$ cat src/rtl/uart_xmit_arbiter.sv
// Two-requester byte arbiter in front of a UART transmitter: burst-limited
// fairness, one-cycle launch strobe, start timeout and an inter-byte gap.
module uart_xmit_arbiter #(
  parameter int BURST_MAX  = 4,
  parameter int GAP_CYCLES = 2,
  parameter int START_TMO  = 4
) (
  input  logic        sys_clk,
  input  logic        sys_rst_l,
  input  logic        req0_valid,
  input  logic [7:0]  req0_data,
  output logic        req0_ready,
  input  logic        req1_valid,
  input  logic [7:0]  req1_data,
  output logic        req1_ready,
  output logic        xmitH,
  output logic [7:0]  xmit_dataH,
  input  logic        xmit_doneH,
  output logic        grant_id,
  output logic        busy,
  output logic        tmo_err,
  output logic [15:0] tx_count
);

  typedef enum logic [2:0] {
    IDLE      = 3'd0,
    LAUNCH    = 3'd1,
    WAIT_LOW  = 3'd2,
    WAIT_HIGH = 3'd3,
    GAP       = 3'd4
  } state_t;

  localparam logic [3:0] BURST_LIM = 4'(BURST_MAX);
  // The launch cycle itself counts toward the START_TMO window.
  localparam logic [3:0] TMO_LAST  = 4'(START_TMO - 2);
  localparam logic [3:0] GAP_LAST  = 4'(GAP_CYCLES - 1);

  state_t     state, state_nx;
  logic [3:0] burst, burst_nx;
  logic [3:0] tmo_cnt, tmo_cnt_nx;
  logic [3:0] gap_cnt, gap_cnt_nx;
  logic       accept, winner, last_valid, tmo_hit, done_inc;

  always_comb begin
    last_valid = grant_id ? req1_valid : req0_valid;
    if (req0_valid && req1_valid)
      winner = (burst < BURST_LIM) ? grant_id : ~grant_id;
    else
      winner = req1_valid;
    // Gated by reset so the readies stay low while the block is held in reset.
    accept = sys_rst_l && (state == IDLE) && xmit_doneH && (req0_valid || req1_valid);
  end

  assign req0_ready = accept & ~winner;
  assign req1_ready = accept & winner;
  assign xmitH      = (state == LAUNCH);
  assign busy       = (state != IDLE);

  always_ff @(posedge sys_clk or negedge sys_rst_l) begin
    if (!sys_rst_l) state <= IDLE;
    else            state <= state_nx;
  end

  always_comb begin
    state_nx   = state;
    burst_nx   = burst;
    tmo_cnt_nx = tmo_cnt;
    gap_cnt_nx = gap_cnt;
    tmo_hit    = 1'b0;
    done_inc   = 1'b0;
    case (state)
      IDLE: begin
        if (accept) begin
          state_nx = LAUNCH;
          if (winner != grant_id)  burst_nx = 4'd1;
          else if (burst != 4'hF)  burst_nx = burst + 4'd1;
        end else if (!last_valid) begin
          burst_nx = 4'd0;
        end
      end
      LAUNCH: begin
        state_nx   = WAIT_LOW;
        tmo_cnt_nx = 4'd0;
      end
      WAIT_LOW: begin
        if (!xmit_doneH) begin
          state_nx = WAIT_HIGH;
        end else if (tmo_cnt == TMO_LAST) begin
          tmo_hit  = 1'b1;
          state_nx = IDLE;
        end else begin
          tmo_cnt_nx = tmo_cnt + 4'd1;
        end
      end
      WAIT_HIGH: begin
        if (xmit_doneH) begin
          done_inc   = 1'b1;
          gap_cnt_nx = 4'd0;
          state_nx   = (GAP_CYCLES > 0) ? GAP : IDLE;
        end
      end
      GAP: begin
        if (gap_cnt == GAP_LAST) begin
          gap_cnt_nx = 4'd0;
          state_nx   = IDLE;
        end else begin
          gap_cnt_nx = gap_cnt + 4'd1;
        end
      end
      default: state_nx = IDLE;
    endcase
  end

  always_ff @(posedge sys_clk or negedge sys_rst_l) begin
    if (!sys_rst_l) begin
      burst      <= 4'd0;
      tmo_cnt    <= 4'd0;
      gap_cnt    <= 4'd0;
      xmit_dataH <= 8'd0;
      grant_id   <= 1'b0;
      tmo_err    <= 1'b0;
      tx_count   <= 16'd0;
    end else begin
      burst   <= burst_nx;
      tmo_cnt <= tmo_cnt_nx;
      gap_cnt <= gap_cnt_nx;
      if (accept) begin
        xmit_dataH <= winner ? req1_data : req0_data;
        grant_id   <= winner;
      end
      if (tmo_hit)  tmo_err  <= 1'b1;
      if (done_inc) tx_count <= tx_count + 16'd1;
    end
  end

endmodule

$ cat config.mk
export PLATFORM = sky130hd
export DESIGN_NAME = uart_xmit_arbiter
export DESIGN_NICKNAME = d
export VERILOG_FILES = /design/src/rtl/uart_xmit_arbiter.sv
export SDC_FILE = /design/constraint.sdc
export NUM_CORES = 1
export LEC_CHECK = 0
export ABC_CLOCK_PERIOD_IN_PS = 1900
export BUFFER_PORTS_ARGS = -buffer_cell sky130_fd_sc_hd__buf_4
export CORE_MARGIN = 1.5
export CORE_UTILIZATION = 50
export DETAILED_ROUTE_END_ITERATION = 16
export PLACE_DENSITY = 0.75
export SYNTH_ARGS = -nofsm -noshare
export SYNTH_HDL_FRONTEND = slang
export SYNTH_SLANG_ARGS = --single-unit
$ cat constraint.sdc
create_clock -name sys_clk -period 1.9 [get_ports sys_clk]
set_input_delay 0 -clock sys_clk [delete_from_list [all_inputs] [get_ports sys_clk]]
set_output_delay 0 -clock sys_clk [all_outputs]
set_load 0.05 [all_outputs]
==> reports/summary.txt, run 1 <==
status: finished clean
Net Switching: 1.744 mW
Root Buffer: clkbuf_8
Worst-Skew Late Latency: 300 ps
Setup crit end kind: output port
PortBufs: 50
Synth area leaders: dfrtp_1 (47%), xnor2_1 (5.6%), nand4_1 (4.6%)
peak fanout along the critical path: 11
DRC viols: 0
mapped cell area: 2187 um^2
switching share of power: 0.4438
Cell Rows: 23
RD Place Congestion: 0.8992
reg2reg path depth: 6
RSZ-0062 raised after global routing: no
HPWL after detailed placement: 3489 um
core footprint: 4115 um^2
f_max: 549.1 MHz
antenna violations before repair: 0
critical path arrival: 1820 ps
Critical Path End: req1_ready
Slew Viols, Final: 0
Async SR Flop Fraction: 1.000
Worst Setup SP: state[1]
#FFs+latches synth: 41
maximum clock insertion buffer count: 2
initial core utilization: 0.5315
total number of vias: 1869
area leader, netlist: dfrtp_1
worst r2r src: state[1]
first-pass GRT wire length: 8928 um
share of the synthesized area in the top cell type: 0.4691
Die H: 69.14 um
clock skew: 4.563 ps
CP Class: reg -> out
gr usage total: 0.2327
CTS tree: done
fin util: 0.7142
DR pass1 iterations: 4
sequential fraction of the synthesis area: 0.4691
max capacitance violation total: 0
Post-Route WL: 5247 um
syn nets: 240
Die W: 69.14 um
I/O pin cnt: 51
Cell Pwr Density: 1337 nW/um^2
total gr overflow: 0
proportion of layout cells with a drive suffix above 1: 0.2862
total power: 3.930 mW
actual slew at the worst max-slew pin: 428.3 ps
reg2reg end: gap_cnt[3]
yosys warns: 0
CTS sink cnt: 41
post-route setup TNS: 0 ps
Mean Syn Cell Area: 10.27 um^2
Slew HR: 0.7100
Final setup viols: 0
Final Hold Vio Count: 0
Clk pin slew, worst setup/hold paths: 80 ps
Clk network pwr share: 0.189
Max VDD drop: 0.9478 mV
fillers: 317
Hold WC Path Type: in -> reg
logic gate share of total power: 0.469
CP Data Required Time: 1900 ps
cells after synthesis: 213
Final Cycle Share: 0.9585
DR WL/cell: 15.43 um
Final Critical Period: 1821 ps
Leak: 1.390 nW
n_diodes: 0
Clock H-tree levels: 2
Seq pwr share: 0.342
Critical Path Source Type: flip-flop
EDFF count, synth: 0
P_int: 2.186 mW
Synth cell types: 48
die area: 4780 um^2
Layout area overhead: 34.38%
most frequently used flop master after synthesis: dfrtp_1
TritonCTS buffer count: 5
nets: 316
largest net degree at the start of global routing: 33
r2r setup slk: 230 ps
post-DR vias/cell: 5.497
DR iter-0 viols: 133
number of global-route vias before repair: 1815
Antenna Violating Nets Remaining: 0
-- worst max-delay path: stages, from the launching register on --
cell	delay, ps
dfrtp_2	440
or3_4	440
or2_4	330
nor2_2	110
buf_4	200
-- sequential cells by signal, indices dropped and copies added, names as in the netlist --
| signal | count |
|---|---|
| tmo_cnt | 4 |
| tx_count | 16 |
| burst | 4 |
| tmo_err | 1 |
| gap_cnt | 4 |
| state | 3 |
| grant_id | 1 |
| xmit_dataH | 8 |
-- cell families after synthesis --
kind of cell             after synthesis  share of synthesized area
buffers and inverters                 20                    0.04977
adder cells (fa/ha/maj)                6                    0.03432
XOR/XNOR                              17                    0.06808
AND/OR/NAND/NOR                       87                     0.2277
AO/OA/AOI/OAI                         39                     0.1350
multiplexers                           3                    0.01602
flip-flops                            41                     0.4691
-- worst min-delay path by stage --
| stage | cells past startpoint | start | to | slack (ps) |
|---|---|---|---|---|
| final | 3 | xmit_doneH | state[1] | 80 |
| after global routing | 3 | xmit_doneH | state[1] | 90 |
| after CTS | 3 | req1_valid | xmit_dataH[4] | 70 |
| after global placement | 1 | sys_rst_l | state[1] | -150 |
| after floorplan | 0 | sys_rst_l | burst[0] | -300 |
| after detailed placement | 1 | sys_rst_l | state[1] | -150 |
-- per-stage QoR --
step                cell area [um^2]  setup slack (ps)  hold WS (ps)  cells
global placement                2597             279.3        -153.5    309
floorplan                       2190             14.76        -295.6    213
CTS                             2893             16.10         73.38    334
global route                    2939             26.49         94.37    340
detailed placement              2597             237.4        -151.2    309
finish                          2939             78.92         80.10    340
-- synthesized netlist by cell type, types with 4 or more instances --
cell and n:
nand3_1 15, o21ai_1 5, nor2_1 7, inv_1 11, o211ai_1 11, a21oi_1 6
nand4_1 16, o21ai_0 4, nand2_1 22, dfrtp_1 41, xnor2_1 14, buf_6 4
ha_1 6
-- cell usage in the layout, fill, tap and decap left out, types with 3 or more instances in the layout --
cell	n
ha_1	6
xor2_1	3
dlygate4sd3_1	17
nor2b_1	3
and3_1	3
nand3_1	15
nor2_1	6
o211ai_1	11
o21ai_1	5
xnor2_1	14
clkbuf_8	6
buf_4	60
o21ai_0	4
nand2_1	22
inv_1	11
nand4_1	16
dfrtp_1	39
nand2b_1	3
a21oi_1	6
-- area by class of cell --
| class | instances | area, um^2 | share of cell area |
|---|---|---|---|
| flip-flops and latches | 41 | 1028 | 0.3499 |
| inverters | 11 | 41.29 | 0.01405 |
| clock buffers | 6 | 82.58 | 0.02810 |
| repair buffers | 78 | 631.9 | 0.2150 |
| well taps | 50 | 62.56 | 0.02129 |
| multi-input cells | 152 | 1055 | 0.3589 |
| clock inverters | 2 | 37.54 | 0.01277 |
-- power groups by stage --
| stage | Combinational (mW) | Sequential [mW] | Clock, mW |
|---|---|---|---|
| 2_1_floorplan | 0.802 | 1.80 | 0 |
| 3_3_place_gp | 1.69 | 1.36 | 0 |
| 3_5_place_dp | 1.72 | 1.37 | 0 |
| 4_1_cts | 1.75 | 1.36 | 0.753 |
| 5_1_grt | 1.98 | 1.39 | 0.796 |
| 6_report | 1.84 | 1.34 | 0.744 |
-- what timing repair did --
item / in CTS / in global routing
endpoints found under the setup margin: 2 / 2
endpoints found under the hold margin: 49 / 0
hold buffers: 17 / 0
gates resized for setup: 2 / 1
buffers inserted: 0 / 6
pin swaps: 1 / 1
-- metal layers --
metal  share of wire  vias up  GRT usage
met4           0.018        0    0.08279
li1                -      915          -
met1            0.45      883     0.3181
met5               0        -          0
met3           0.054       12    0.03947
met2            0.48       59     0.3739
No activity file was read; power rests on OpenSTA's default activity.
==> run 2: changes to the inputs <==
Settings changed: SETUP_SLACK_MARGIN set to 0.1.
==> reports/summary.txt, run 2 (same netlist as run 1, synthesis figures left out) <==
post-route setup TNS: 0 ps
CP Data Required Time: 1900 ps
nets: 316
core footprint: 4115 um^2
PortBufs: 50
Final setup viols: 0
total gr overflow: 0
Die H: 69.14 um
I/O pin cnt: 51
fin util: 0.7160
DR iter-0 viols: 145
register area: 1032 um^2
f_max: 571.5 MHz
gr usage total: 0.2328
biggest regs: tx_count (16), xmit_dataH (8)
Post-Route WL: 5236 um
Leak: 1.387 nW
CTS sink cnt: 41
antenna violations before repair: 0
peak fanout along the critical path: 8
TritonCTS buffer count: 5
DR WL/cell: 15.40 um
Slew HR: 0.7117
Cell Pwr Density: 1340 nW/um^2
Worst Setup SP: state[1]
most flop-heavy register: tx_count
clock skew: 5.685 ps
number of global-route vias before repair: 1814
number of flip-flops under the largest register name: 16
proportion of layout cells with a drive suffix above 1: 0.2966
Root Buffer: clkbuf_8
Critical Path Source Type: flip-flop
DP Area: 2597 um^2
DRC viols: 0
first-pass GRT wire length: 8935 um
worst hold path cell count: 3
reg2reg path depth: 4
Hold WC Path Type: in -> reg
Antenna Violating Nets Remaining: 0
Clk pin slew, worst setup/hold paths: 80 ps
post-DR vias/cell: 5.541
CTS tree: done
Post-Place Setup Slack: 237.4 ps
Final Instance Count excl. Fillers: 340
Final Critical Period: 1750 ps
n_diodes: 0
Final Hold Vio Count: 0
Clock H-tree levels: 2
largest net degree at the start of global routing: 33
most frequent cells in the layout: buf_4 (59), dfrtp_1 (36), nand2_1 (22), dlygate4sd3_1 (17), nand4_1 (16)
Worst-Skew Late Latency: 300 ps
maximum clock insertion buffer count: 2
fillers: 324
HPWL after detailed placement: 3489 um
actual slew at the worst max-slew pin: 425.7 ps
CP Class: reg -> out
die area: 4780 um^2
worst-case hold slack: 75.57 ps
Final Cycle Share: 0.9210
Slew Viols, Final: 0
Worst Min Path Start: req1_valid
Setup crit end kind: output port
total number of vias: 1884
commonest non-fill, non-tap cell in the layout: buf_4
worst r2r src: state[1]
total power: 3.948 mW
final instance area: 2947 um^2
Cell Rows: 23
RD Place Congestion: 0.8992
critical path arrival: 1750 ps
status: finished clean
final worst slack: 150.1 ps
Max VDD drop: 0.8970 mV
initial core utilization: 0.5315
Layout area overhead: 34.73%
RSZ-0062 raised after global routing: no
DR pass1 iterations: 4
Die W: 69.14 um
max capacitance violation total: 0
Cells after DPL: 309
area of the multi-input gates: 1055 um^2
==> run 2: cell counts in the layout (fill, tap and decap cells not counted) <==
Identical to the previous run, type by type.
==> run 2: area by class of cell <==
class / count / area share
multi-input combinational: 152 / 0.3580
sequential: 41 / 0.3503
timing repair buffer: 78 / 0.2157
clock buffer: 6 / 0.02803
tap: 50 / 0.02123
inverter: 11 / 0.01401
clock inverter: 2 / 0.01274
==> run 2: power breakdown <==
group	internal [mW]	switching [mW]
Sequential	1.11	0.241
Clock	0.427	0.320
Combinational	0.658	1.19
Total	2.20	1.75
==> run 2: repair_timing <==
action | in CTS | in global routing
setup endpoints to repair | 2 | 2
hold endpoints to repair | 49 | 0
hold buffers | 17 | 0
buffers inserted | 2 | 4
pin swaps | 2 | 1
resized for setup | 4 | 3
==> run 2: path summary, 6_finish.rpt <==
path | slack (ps) | end
worst max-delay path | 150 | req0_ready
worst min-delay path | 80 | xmit_dataH[4]
worst max register to register | 180 | burst[1]
worst min register to register | 470 | tmo_err
max in group asynchronous | 1150 | state[0]
min in group asynchronous | 90 | gap_cnt[1]
==> run 2: critical path, cell delays in order, from the launching register on <==
cell and delay [ps]:
dfrtp_2 450, or3_4 420, or2_4 270, a21oi_2 130
buf_6 180
==> run 2: metal layers <==
metal	track usage	up-vias	wire length (um)
met2	0.3739	60	2550
met1	0.3174	896	2350
met5	0	-	0
met4	0.08279	0	101
met3	0.04094	12	234
li1	-	916	-
==> run 3: changes to the inputs <==
Settings changed: CORE_UTILIZATION 50 to 45, PLACE_DENSITY 0.75 to 0.69, SETUP_SLACK_MARGIN 0.1 to not set.
==> reports/summary.txt, run 3 (same netlist as run 1, synthesis figures left out) <==
status: finished clean
Max VDD drop: 0.9541 mV
reg2reg path depth: 4
Post-Route WL: 4819 um
f_max: 549.2 MHz
DR iter-0 viols: 96
Slowest cell on crit path: dfrtp_2
biggest regs: tx_count (16), xmit_dataH (8)
critical path arrival: 1820 ps
n_diodes: 0
number of flip-flops under the largest register name: 16
Root Buffer: clkbuf_8
Antenna Violating Nets Remaining: 0
TritonCTS buffer count: 5
actual slew at the worst max-slew pin: 394.3 ps
switching share of power: 0.4391
CTS tree: done
fillers: 393
HPWL after detailed placement: 3311 um
maximum clock insertion buffer count: 2
Post-Place Setup Slack: 235.5 ps
Cell Pwr Density: 1309 nW/um^2
final worst slack: 79.25 ps
CP cell instances: or3_4 -> or2_4 -> a21oi_2 -> buf_4
final instance area: 2925 um^2
commonest non-fill, non-tap cell in the layout: buf_4
initial core utilization: 0.4661
Worst-Skew Late Latency: 300 ps
gr usage total: 0.1995
most flop-heavy register: tx_count
Clk pin slew, worst setup/hold paths: 80 ps
number of global-route vias before repair: 1764
nets: 314
first-pass GRT wire length: 8128 um
Die W: 72.72 um
Final Hold Vio Count: 0
Slew Viols, Final: 0
die area: 5287 um^2
Die H: 72.72 um
CP Data Required Time: 1900 ps
Final setup viols: 0
Setup crit end kind: output port
post-route setup TNS: 0 ps
Clk network pwr share: 0.191
I/O pin cnt: 51
logic gate share of total power: 0.452
Slew HR: 0.7330
PortBufs: 50
RSZ-0062 raised after global routing: no
clock skew: 5.917 ps
core footprint: 4692 um^2
Seq pwr share: 0.357
slowest stage delay, CP: 460 ps
total number of vias: 1808
total gr overflow: 0
max capacitance violation total: 0
Final Cycle Share: 0.9583
CP Class: reg -> out
peak fanout along the critical path: 10
DR WL/cell: 14.09 um
Hold WC Path Type: in -> reg
Critical Path Source Type: flip-flop
worst hold path cell count: 3
RD Place Congestion: 0.8113
P_int: 2.148 mW
DP Area: 2610 um^2
Layout area overhead: 33.75%
Leak: 1.379 nW
Clock H-tree levels: 2
most frequent cells in the layout: buf_4 (59), dfrtp_1 (39), nand2_1 (22), dlygate4sd3_1 (17), nand4_1 (16)
DRC viols: 0
largest net degree at the start of global routing: 27
Final Critical Period: 1821 ps
proportion of layout cells with a drive suffix above 1: 0.2813
CTS sink cnt: 41
Cell Rows: 25
DR pass1 iterations: 4
post-DR vias/cell: 5.287
antenna violations before repair: 0
Net Switching: 1.682 mW
## run 3: path summary, 6_finish.rpt
kind / startpoint / endpoint / slack, ps
setup / recovery: state[2] / req0_ready / 80
hold / removal: req1_valid / xmit_dataH[4] / 80
setup reg to reg: burst[2] / burst[1] / 220
hold reg to reg: tmo_err / tmo_err / 470
max in group asynchronous: sys_rst_l / state[1] / 1170
min in group asynchronous: sys_rst_l / xmit_dataH[4] / 110
## run 3: cell type report
cell class              count  area (um^2)  share of cell area
clock inverters             2        37.54             0.01283
inverters                  11        41.29             0.01411
well taps                  54        67.56             0.02310
flip-flops and latches     41         1028              0.3516
multi-input cells         152         1055              0.3606
repair buffers             76        613.1              0.2096
clock buffers               6        82.58             0.02823
## run 3: routing by layer
metal | share of wire | GRT usage | wire length [um] | vias up
met4 | 0.014 | 0.06918 | 69 | 0
met3 | 0.051 | 0.04972 | 247 | 6
li1 | - | - | - | 909
met1 | 0.46 | 0.2591 | 2202 | 854
met2 | 0.48 | 0.3252 | 2299 | 39
met5 | 0 | 0 | 0 | -
## run 3: power groups by stage
stage,sequential (mW),combinational (mW),clock [mW]
floorplan,1.80,0.802,0
global route,1.41,1.87,0.799
CTS,1.36,1.73,0.761
finish,1.37,1.73,0.733
detailed placement,1.37,1.70,0
global placement,1.37,1.69,0
## run 3: metrics by stage
step / total power, mW / util / hold slack [ps] / cells
2_1_floorplan: 2.602 / - / -295.6 / 213
5_1_grt: 4.085 / 0.6235 / 95.67 / 342
3_3_place_gp: 3.056 / 0.5563 / -112.3 / 314
6_report: 3.830 / 0.6235 / 79.82 / 342
4_1_cts: 3.856 / 0.6187 / 63.45 / 339
3_5_place_dp: 3.073 / 0.5563 / -111.6 / 314
## run 3: worst max-delay path: cells and delay by family, from the launching register on
family	cells	cell delay [ps]
buffers and inverters	1	200
flip-flops	1	460
AND/OR/NAND/NOR	2	760
AO/OA/AOI/OAI	1	110
## run 3: repair_timing
| item | in CTS | in global routing |
|---|---|---|
| setup endpoints to repair | 2 | 2 |
| gates resized for setup | 2 | 0 |
| buffers inserted | 0 | 3 |
| endpoints found under the hold margin | 49 | 0 |
| hold buffers | 17 | 0 |
| pin swaps | 0 | 1 |
